`src/rtl/vga_pattern_gen_if.sv`:
```
// Pixel-side bundle of the VGA pattern generator: pattern controls in, sync/colour out.
// The generator uses the master modport; the board pins or a bench use the slave modport.
interface vga_pattern_gen_if #(
    parameter int COLOR_W = 1
);
    logic [1:0]           mode;
    logic [3*COLOR_W-1:0] sw;
    logic                 hsync;
    logic                 vsync;
    logic                 video_on;
    logic [3*COLOR_W-1:0] rgb;
    logic                 frame_start;

    modport master (
        input  mode,
        input  sw,
        output hsync,
        output vsync,
        output video_on,
        output rgb,
        output frame_start
    );

    modport slave (
        output mode,
        output sw,
        input  hsync,
        input  vsync,
        input  video_on,
        input  rgb,
        input  frame_start
    );
endinterface

```
`src/rtl/vga_pattern_gen.sv`:
```
// VGA test-pattern generator with its own sync timing: solid, colour bars, checkerboard, bouncing box.
// Optional build macro VGA_BORDER_EN forces a one-pixel white border around the visible area.
module vga_pattern_gen #(
    parameter int H_ACTIVE = 640,
    parameter int H_FP     = 16,
    parameter int H_SYNC   = 96,
    parameter int H_BP     = 48,
    parameter int V_ACTIVE = 480,
    parameter int V_FP     = 10,
    parameter int V_SYNC   = 2,
    parameter int V_BP     = 33,
    parameter int COLOR_W  = 1,
    parameter int TICK_DIV = 2,
    parameter int BOX_SIZE = 32
) (
    input  logic              clk,
    input  logic              reset,
    vga_pattern_gen_if.master bus
);
    localparam int H_TOTAL = H_ACTIVE + H_FP + H_SYNC + H_BP;
    localparam int V_TOTAL = V_ACTIVE + V_FP + V_SYNC + V_BP;
    localparam int HW      = $clog2(H_TOTAL);
    localparam int VW      = $clog2(V_TOTAL);
    localparam int TW      = (TICK_DIV > 1) ? $clog2(TICK_DIV) : 1;
    localparam int RGB_W   = 3 * COLOR_W;
    localparam int BX_MAX  = H_ACTIVE - BOX_SIZE;
    localparam int BY_MAX  = V_ACTIVE - BOX_SIZE;

    typedef enum logic {
        DIR_POS,
        DIR_NEG
    } dir_t;

    logic [TW-1:0]    tick_cnt;
    logic             p_tick;
    logic [HW-1:0]    h;
    logic [VW-1:0]    v;
    logic             h_last;
    logic             v_last;
    logic             frame_end;

    logic [1:0]       mode_reg;
    logic [RGB_W-1:0] sw_reg;

    logic [HW-1:0]    bx;
    logic [VW-1:0]    by;
    dir_t             dx;
    dir_t             dy;

    logic             hsync_d;
    logic             vsync_d;
    logic             video_d;
    logic [RGB_W-1:0] pattern;
    logic [RGB_W-1:0] rgb_d;
    logic [HW+2:0]    bar_num;
    logic [2:0]       bar_idx;
    logic             in_box;

    logic             hsync_q;
    logic             vsync_q;
    logic             video_q;
    logic [RGB_W-1:0] rgb_q;
    logic             frame_start_q;

    assign p_tick    = (tick_cnt == TW'(TICK_DIV - 1));
    assign h_last    = (h == HW'(H_TOTAL - 1));
    assign v_last    = (v == VW'(V_TOTAL - 1));
    assign frame_end = p_tick && h_last && v_last;

    always_ff @(posedge clk or negedge reset) begin
        if (!reset) begin
            tick_cnt <= '0;
        end else if (p_tick) begin
            tick_cnt <= '0;
        end else begin
            tick_cnt <= tick_cnt + TW'(1);
        end
    end

    always_ff @(posedge clk or negedge reset) begin
        if (!reset) begin
            h <= '0;
            v <= '0;
        end else if (p_tick) begin
            if (h_last) begin
                h <= '0;
                v <= v_last ? '0 : v + VW'(1);
            end else begin
                h <= h + HW'(1);
            end
        end
    end

    // Mode is only taken at the frame wrap so a frame is never drawn with two patterns.
    always_ff @(posedge clk or negedge reset) begin
        if (!reset) begin
            sw_reg        <= '0;
            mode_reg      <= '0;
            frame_start_q <= 1'b0;
        end else begin
            sw_reg        <= bus.sw;
            frame_start_q <= frame_end;
            if (frame_end) begin
                mode_reg <= bus.mode;
            end
        end
    end

    always_ff @(posedge clk or negedge reset) begin
        if (!reset) begin
            bx <= '0;
            by <= '0;
            dx <= DIR_POS;
            dy <= DIR_POS;
        end else if (frame_end) begin
            if (dx == DIR_POS) begin
                if (bx == HW'(BX_MAX)) begin
                    dx <= DIR_NEG;
                    bx <= bx - HW'(1);
                end else begin
                    bx <= bx + HW'(1);
                end
            end else begin
                if (bx == '0) begin
                    dx <= DIR_POS;
                    bx <= bx + HW'(1);
                end else begin
                    bx <= bx - HW'(1);
                end
            end
            if (dy == DIR_POS) begin
                if (by == VW'(BY_MAX)) begin
                    dy <= DIR_NEG;
                    by <= by - VW'(1);
                end else begin
                    by <= by + VW'(1);
                end
            end else begin
                if (by == '0) begin
                    dy <= DIR_POS;
                    by <= by + VW'(1);
                end else begin
                    by <= by - VW'(1);
                end
            end
        end
    end

    always_comb begin
        hsync_d = !((h >= HW'(H_ACTIVE + H_FP)) && (h <= HW'(H_ACTIVE + H_FP + H_SYNC - 1)));
        vsync_d = !((v >= VW'(V_ACTIVE + V_FP)) && (v <= VW'(V_ACTIVE + V_FP + V_SYNC - 1)));
        video_d = (h < HW'(H_ACTIVE)) && (v < VW'(V_ACTIVE));
    end

    // Bar index widens h by 3 bits before the divide so h*8 cannot overflow.
    always_comb begin
        bar_num = {h, 3'b000};
        bar_idx = 3'(bar_num / (HW + 3)'(H_ACTIVE));
        in_box  = ({1'b0, h} >= {1'b0, bx}) &&
                  ({1'b0, h} <  ({1'b0, bx} + (HW + 1)'(BOX_SIZE))) &&
                  ({1'b0, v} >= {1'b0, by}) &&
                  ({1'b0, v} <  ({1'b0, by} + (VW + 1)'(BOX_SIZE)));
        pattern = '0;
        case (mode_reg)
            2'd0: pattern = sw_reg;
            2'd1: pattern = {{COLOR_W{bar_idx[2]}}, {COLOR_W{bar_idx[1]}}, {COLOR_W{bar_idx[0]}}};
            2'd2: pattern = (h[5] ^ v[5]) ? ~sw_reg : sw_reg;
            default: pattern = in_box ? sw_reg : '0;
        endcase
`ifdef VGA_BORDER_EN
        if ((h == '0) || (h == HW'(H_ACTIVE - 1)) || (v == '0) || (v == VW'(V_ACTIVE - 1))) begin
            pattern = '1;
        end
`endif
        rgb_d = video_d ? pattern : '0;
    end

    always_ff @(posedge clk or negedge reset) begin
        if (!reset) begin
            hsync_q <= 1'b1;
            vsync_q <= 1'b1;
            video_q <= 1'b0;
            rgb_q   <= '0;
        end else if (p_tick) begin
            hsync_q <= hsync_d;
            vsync_q <= vsync_d;
            video_q <= video_d;
            rgb_q   <= rgb_d;
        end
    end

    assign bus.hsync       = hsync_q;
    assign bus.vsync       = vsync_q;
    assign bus.video_on    = video_q;
    assign bus.rgb         = rgb_q;
    assign bus.frame_start = frame_start_q;
endmodule

```
`src/flat_wrapper.sv`:
```
// flat-port wrapper written by rule: the top's interface ports become plain ports
module vga_pattern_gen_flat 
#(
    parameter int H_ACTIVE = 640,
    parameter int H_FP     = 16,
    parameter int H_SYNC   = 96,
    parameter int H_BP     = 48,
    parameter int V_ACTIVE = 480,
    parameter int V_FP     = 10,
    parameter int V_SYNC   = 2,
    parameter int V_BP     = 33,
    parameter int COLOR_W  = 1,
    parameter int TICK_DIV = 2,
    parameter int BOX_SIZE = 32
)
  (clk, reset, bus_mode, bus_sw, bus_hsync, bus_vsync, bus_video_on, bus_rgb, bus_frame_start);
  vga_pattern_gen_if #(.COLOR_W(COLOR_W)) bus_i ();
  input  logic clk;
  input  logic reset;
  input wire logic [$bits(bus_i.mode)-1:0] bus_mode;
  input wire logic [$bits(bus_i.sw)-1:0] bus_sw;
  output wire logic [$bits(bus_i.hsync)-1:0] bus_hsync;
  output wire logic [$bits(bus_i.vsync)-1:0] bus_vsync;
  output wire logic [$bits(bus_i.video_on)-1:0] bus_video_on;
  output wire logic [$bits(bus_i.rgb)-1:0] bus_rgb;
  output wire logic [$bits(bus_i.frame_start)-1:0] bus_frame_start;
  assign bus_i.mode = bus_mode;
  assign bus_i.sw = bus_sw;
  assign bus_hsync = bus_i.hsync;
  assign bus_vsync = bus_i.vsync;
  assign bus_video_on = bus_i.video_on;
  assign bus_rgb = bus_i.rgb;
  assign bus_frame_start = bus_i.frame_start;
  vga_pattern_gen #(.H_ACTIVE(H_ACTIVE), .H_FP(H_FP), .H_SYNC(H_SYNC), .H_BP(H_BP), .V_ACTIVE(V_ACTIVE), .V_FP(V_FP), .V_SYNC(V_SYNC), .V_BP(V_BP), .COLOR_W(COLOR_W), .TICK_DIV(TICK_DIV), .BOX_SIZE(BOX_SIZE)) u_core (.clk(clk), .reset(reset), .bus(bus_i));
endmodule
```
`config.mk`:
```
export PLATFORM = sky130hd
export DESIGN_NAME = vga_pattern_gen_flat
export DESIGN_NICKNAME = d
export VERILOG_FILES = /design/src/rtl/vga_pattern_gen_if.sv /design/src/rtl/vga_pattern_gen.sv /design/src/flat_wrapper.sv
export SDC_FILE = /design/constraint.sdc
export NUM_CORES = 1
export LEC_CHECK = 0
export BUFFER_PORTS_ARGS = -buffer_cell sky130_fd_sc_hd__buf_2
export CAP_MARGIN = 20
export CELL_PAD_IN_SITES_DETAIL_PLACEMENT = 1
export CELL_PAD_IN_SITES_GLOBAL_PLACEMENT = 1
export CORE_ASPECT_RATIO = 0.5
export CORE_MARGIN = 5
export CORE_UTILIZATION = 53
export DETAILED_ROUTE_END_ITERATION = 6
export GPL_ROUTABILITY_DRIVEN = 0
export PLACE_DENSITY = 0.91
export SETUP_SLACK_MARGIN = 0.3
export SLEW_MARGIN = 20
export SYNTH_ARGS = -nofsm -noshare
export SYNTH_HDL_FRONTEND = slang
export SYNTH_SLANG_ARGS = --single-unit
```
`constraint.sdc`:
```
create_clock -name clk -period 6.95 [get_ports clk]
set_input_delay 1.39 -clock clk [delete_from_list [all_inputs] [get_ports clk]]
set_output_delay 1.39 -clock clk [all_outputs]
set_load 0.1 [all_outputs]
```
# After elaboration in Yosys (flattened, before gate mapping)
# Cells that the tools add are included.
# word_totals
reg_bits	55
output_inout_bits	7
elab_cells	75
# op_classes
add_sub_neg	9
div	1
order_cmp	10
n_eq_ne	6
n_mux	19
bitwise	2
n_reduce_logical	14
# op_table
operator	count
two-way mux 10 bit	8
adder 10 x 1 -> 10 bit, second input constant	4
equality test 10 bit, second input constant	3
adder 10 x 6 -> 11 bit, second input constant	2
less-than comparator 10 x 11 -> 1 bit	2
greater-or-equal comparator 10 bit	2
zero test 10 bit	2
subtractor 10 x 1 -> 10 bit, second input constant	2
divider 13 x 10 -> 13 bit, second input constant	1
equality test 10 x 9 -> 1 bit, second input constant	1
greater-or-equal comparator 10 bit, second input constant	1
greater-or-equal comparator 10 x 9 -> 1 bit, second input constant	1
<= comparator 10 bit, second input constant	1
<= comparator 10 x 9 -> 1 bit, second input constant	1
less-than comparator 10 bit, second input constant	1
less-than comparator 10 x 9 -> 1 bit, second input constant	1
two-way mux 3 bit	3
case mux 3 bit (3 select lines)	1
logical AND 1 bit	8
two-way mux 1 bit	7
inverter 3 bit	1
equality test 2 x 1 -> 1 bit, second input constant	1
equality test 2 bit, second input constant	1
zero test 1 bit	2
other kinds (4)	4

# Depth between registers and ports, before layout
# logic_depth
word_depth	8
ltp_mapped	11

# Worst setup path after synthesis
# OpenSTA, ideal clock, no wires.
# synth_timing
path_type	flip-flop to output port
start	reg u_core.rgb_q[0], in the netlist u_core.bus.rgb[0]
end	out bus_rgb[0]
arrival_time_ps	898
t_required_ps	5560
path_slack_ps	4662
path_stages_with_launch	1
path_cell_list	dfrtp_1
# synth_lines
item	line	rtl
start: declaration	vga_pattern_gen.sv:62	logic [RGB_W-1:0] rgb_q;
start signal: assignment	vga_pattern_gen.sv:188	rgb_q <= rgb_d;
end: declaration	flat_wrapper.sv:25	output wire logic [$bits(bus_i.rgb)-1:0] bus_rgb;
# No word-level cell between the ends.

# Final worst setup path
# layout_timing
start	reg u_core.h[8]
end	reg u_core.bx[7]
# layout_between
elab_chain_len	3
# layout_rtl
item	line	rtl
start: declaration	vga_pattern_gen.sv:36	logic [HW-1:0] h;
start signal: assignment	vga_pattern_gen.sv:89	h <= h + HW'(1);
equality test 10 bit	vga_pattern_gen.sv:66	assign h_last = (h == HW'(H_TOTAL - 1));
logical AND 1 bit (2 in a row)	vga_pattern_gen.sv:68	assign frame_end = p_tick && h_last && v_last;
end signal: assignment	vga_pattern_gen.sv:119	bx <= bx - HW'(1);
end signal: assignment	vga_pattern_gen.sv:121	bx <= bx + HW'(1);
end signal: assignment	vga_pattern_gen.sv:126	bx <= bx + HW'(1);
end: declaration	vga_pattern_gen.sv:45	logic [HW-1:0] bx;
# Every way passes these cells.
# A chain may end at the register's enable or synchronous reset.

==> metrics.md <==
| Metric | Value |
|---|---|
| Status | complete, no violations |
| Clock tree sinks | 55 |
| Data arrival, critical path | 3.12 ns |
| Kind of critical path | flip-flop to flip-flop |
| Sequential fraction of the synthesis area | 33.3% |
| Post-synthesis mux area share | 0.483% |
| Pleak | 1.96 nW |
| CTS root buffer | clkbuf_16 |
| Antenna Cells | 0 |
| Routed wire per std cell | 19.2 um |
| DIE AREA | 0.00979 sq mm |
| Slew @ Worst Pin | 0.722 ns |
| Synth warn | 0 |
| Row Count | 22 |
| RSZ-0062 raised after global routing | no |
| Adder-Cell Fraction of Synth Area | 13.3% |
| Multi-input combinational cell area | 0.00252 sq mm |
| DRC Markers | 0 |
| Endpoints failing hold | 0 |
| Fin crit period | 2.89 ns |
| Final setup fails | 0 |
| Initial DRC count | 283 |
| Post-Syn Instances | 454 |
| CTS tree | done |
| Cts hold-fix bufs | 0 |
| Synth cell types | 68 |
| Req. time, crit path | 7.18 ns |
| Post-synthesis compound-gate area fraction | 17.6% |
| Die height | 72.5 um |
| HP Class | flip-flop to flip-flop |
| Slowest Stage Delay on Critical Path | 0.74 ns |
| CTS Buf Count | 5 |
| Mapped Nets | 505 |
| Slowest CP cell | dfrtp_1 |
| Worst hold slack | 0.500 ns |
| Total number of vias | 3,442 |
| Overall Global Routing Usage | 23.5% |
| Crit-path max FO | 24 |
| Max Root-Sink Buffers | 2 |
| Core Util, Final | 59.2% |
| First-pass GRT wire length | 18.3 mm |
| Fmax | 346 MHz |
| Period utilisation layout | 41.6% |
| Post-DP HPWL | 7.93 mm |
| Clock transition at the registers of the reported paths | 0.07 ns |
| Number of synthesized register bits | 55 |
| Worst VDD drop | 0.0879 mV |
| Power Total | 0.643 mW |
| CP cell instances | nor3b_1, and4bb_2, nand2_2, inv_2, nand4_1, o22ai_1, xnor2_1 |
| Setup Skew | 0.00383 ns |
| Final ANT Viol Nets | 0 |
| Initial antenna violation count | 0 |
| Final instance area | 0.00441 sq mm |
| Synthesis-to-layout area growth | 6.56% |
| Dpl cell area | 0.00424 sq mm |
| Most frequent cells in the layout | dfrtp_1 (53), ha_1 (44), nand2_1 (37) |
| Largest net degree at the start of global routing | 56 |
| Syn Area/Cell | 9.12 sq um |
| GRT overflow | 0 |
| Cts repair resizes | 0 |
| Max cap viols | 0 |
| Main combinational cell family by area after synthesis | simple AND/OR/NAND/NOR gates |
| Share of layout cells above drive strength 1 | 8.95% |
| Count of pins over their slew limit | 0 |
| Io pins | 14 |
| Register-to-Register Path Depth | 7 |
| Die span in x | 135 um |
| Starting Density | 55.5% |
| Core Box Area | 0.00746 sq mm |
| Nets | 508 |
| Vias in the first global route | 3,706 |
| Power Density | 146 mW/mm^2 |
| Worst-skew pair later-pin latency | 0.30 ns |
| Fin Setup TNS | 0 ns |
| # Post-CTS Setup Buffers | 0 |
| Worst Hold Depth | 2 |
| Vias per inst | 6.08 |
| Top_reg_cell synth | dfrtp_1 |
| Ys async rst share | 100% |
| Filler cells | 860 |
| Simple-gate portion of the synthesized area | 20.9% |
| Final wirelength | 10.9 mm |
| Drt first pass iters | 4 |
| H-tree levels | 2 |
| Sequential cell area | 0.00138 sq mm |
| Xor-xnor portion of the synthesized cell area | 8.46% |
| Setup slack, reg-to-reg | 4.06 ns |
| Commonest non-fill, non-tap cell in the layout | dfrtp_1 |
| Max transition margin | 51.9% |
| Synthesized cell area | 0.00414 sq mm |
| Worst setup EP type | flip-flop |
| EDFF count, synth | 0 |
| IO buf count | 13 |
| CP startpoint kind | flip-flop |
==> stage by stage <==
stage	instances	setup slack, ns
2_1_floorplan	454	4.66
3_3_place_gp	558	4.25
3_5_place_dp	558	4.08
4_1_cts	566	4.06
5_1_grt	566	3.83
6_report	566	4.06
==> critical path: cells and delay by family, from the launching register on <==
family | cells | cell delay, ns
XOR/XNOR | 1 | 0.14
flip-flops | 1 | 0.74
AND/OR/NAND/NOR | 4 | 1.31
buffers and inverters | 1 | 0.40
AO/OA/AOI/OAI | 1 | 0.21
==> layout make-up <==
| type | count | share of cell area [%] |
|---|---|---|
| Multi-Input combinational cell | 345 | 57.0 |
| Sequential cell | 55 | 31.2 |
| Clock buffer | 6 | 3.15 |
| Inverter | 36 | 3.06 |
| Tap cell | 108 | 3.06 |
| Timing Repair Buffer | 14 | 1.64 |
| Clock inverter | 2 | 0.794 |
==> worst paths after layout <==
check / end / startpoint
max: u_core.bx[7] / u_core.h[8]
min: u_core.bus.hsync / u_core.bus.hsync
max reg2reg: u_core.bx[7] / u_core.h[8]
min reg2reg: u_core.bus.hsync / u_core.bus.hsync
max in group asynchronous: u_core.h[2] / reset
min in group asynchronous: u_core.by[2] / reset
==> Yosys cell counts, drive strengths merged (3+ instances only) <==
cell	number	area, sq um
and2	3	21.3
nand4	15	106
xor2	8	70.1
nand3	12	65.1
ha	44	551
a221oi	3	26.3
nand4b	3	26.3
inv	36	135
clkbuf	7	26.3
nand2	38	145
o21a	3	22.5
nor3	13	76.3
nor2b	6	37.5
a21o	3	22.5
o22ai	4	25.0
o211ai	4	30.0
nor2	24	90.1
buf	11	83.8
a21oi	18	90.1
nor4	7	58.8
a211oi	5	37.5
o31ai	3	22.5
a22oi	6	63.8
dfrtp	53	1330
a2111oi	3	32.5
o21ai	31	155
and3	10	62.6
xnor2	32	280
or3	4	25.0
nand2b	9	56.3
==> cell families after synthesis <==
kind of cell / Yosys count
compound gates: 105
xor+xnor: 40
fa+ha+maj: 44
buf+inv: 54
flops: 55
mux: 2
simple gates: 154
==> metal layers <==
metal,global-route usage (%),share of wire (%),wire (um),vias up
li1,-,-,-,1642
met1,30.8,47,5070,1736
met2,40.6,48,5240,51
met3,3.81,3.8,412,13
met4,7.15,1.4,148,0
met5,0,0,0,-
==> power breakdown <==
part / internal [mW] / total (mW) / switching [mW]
logic: 0.00287 / 0.0174 / 0.0146
clock network: 0.180 / 0.302 / 0.123
registers: 0.322 / 0.323 / 0.00118
total: 0.504 / 0.643 / 0.138
Power figures use the tool's default switching activity.
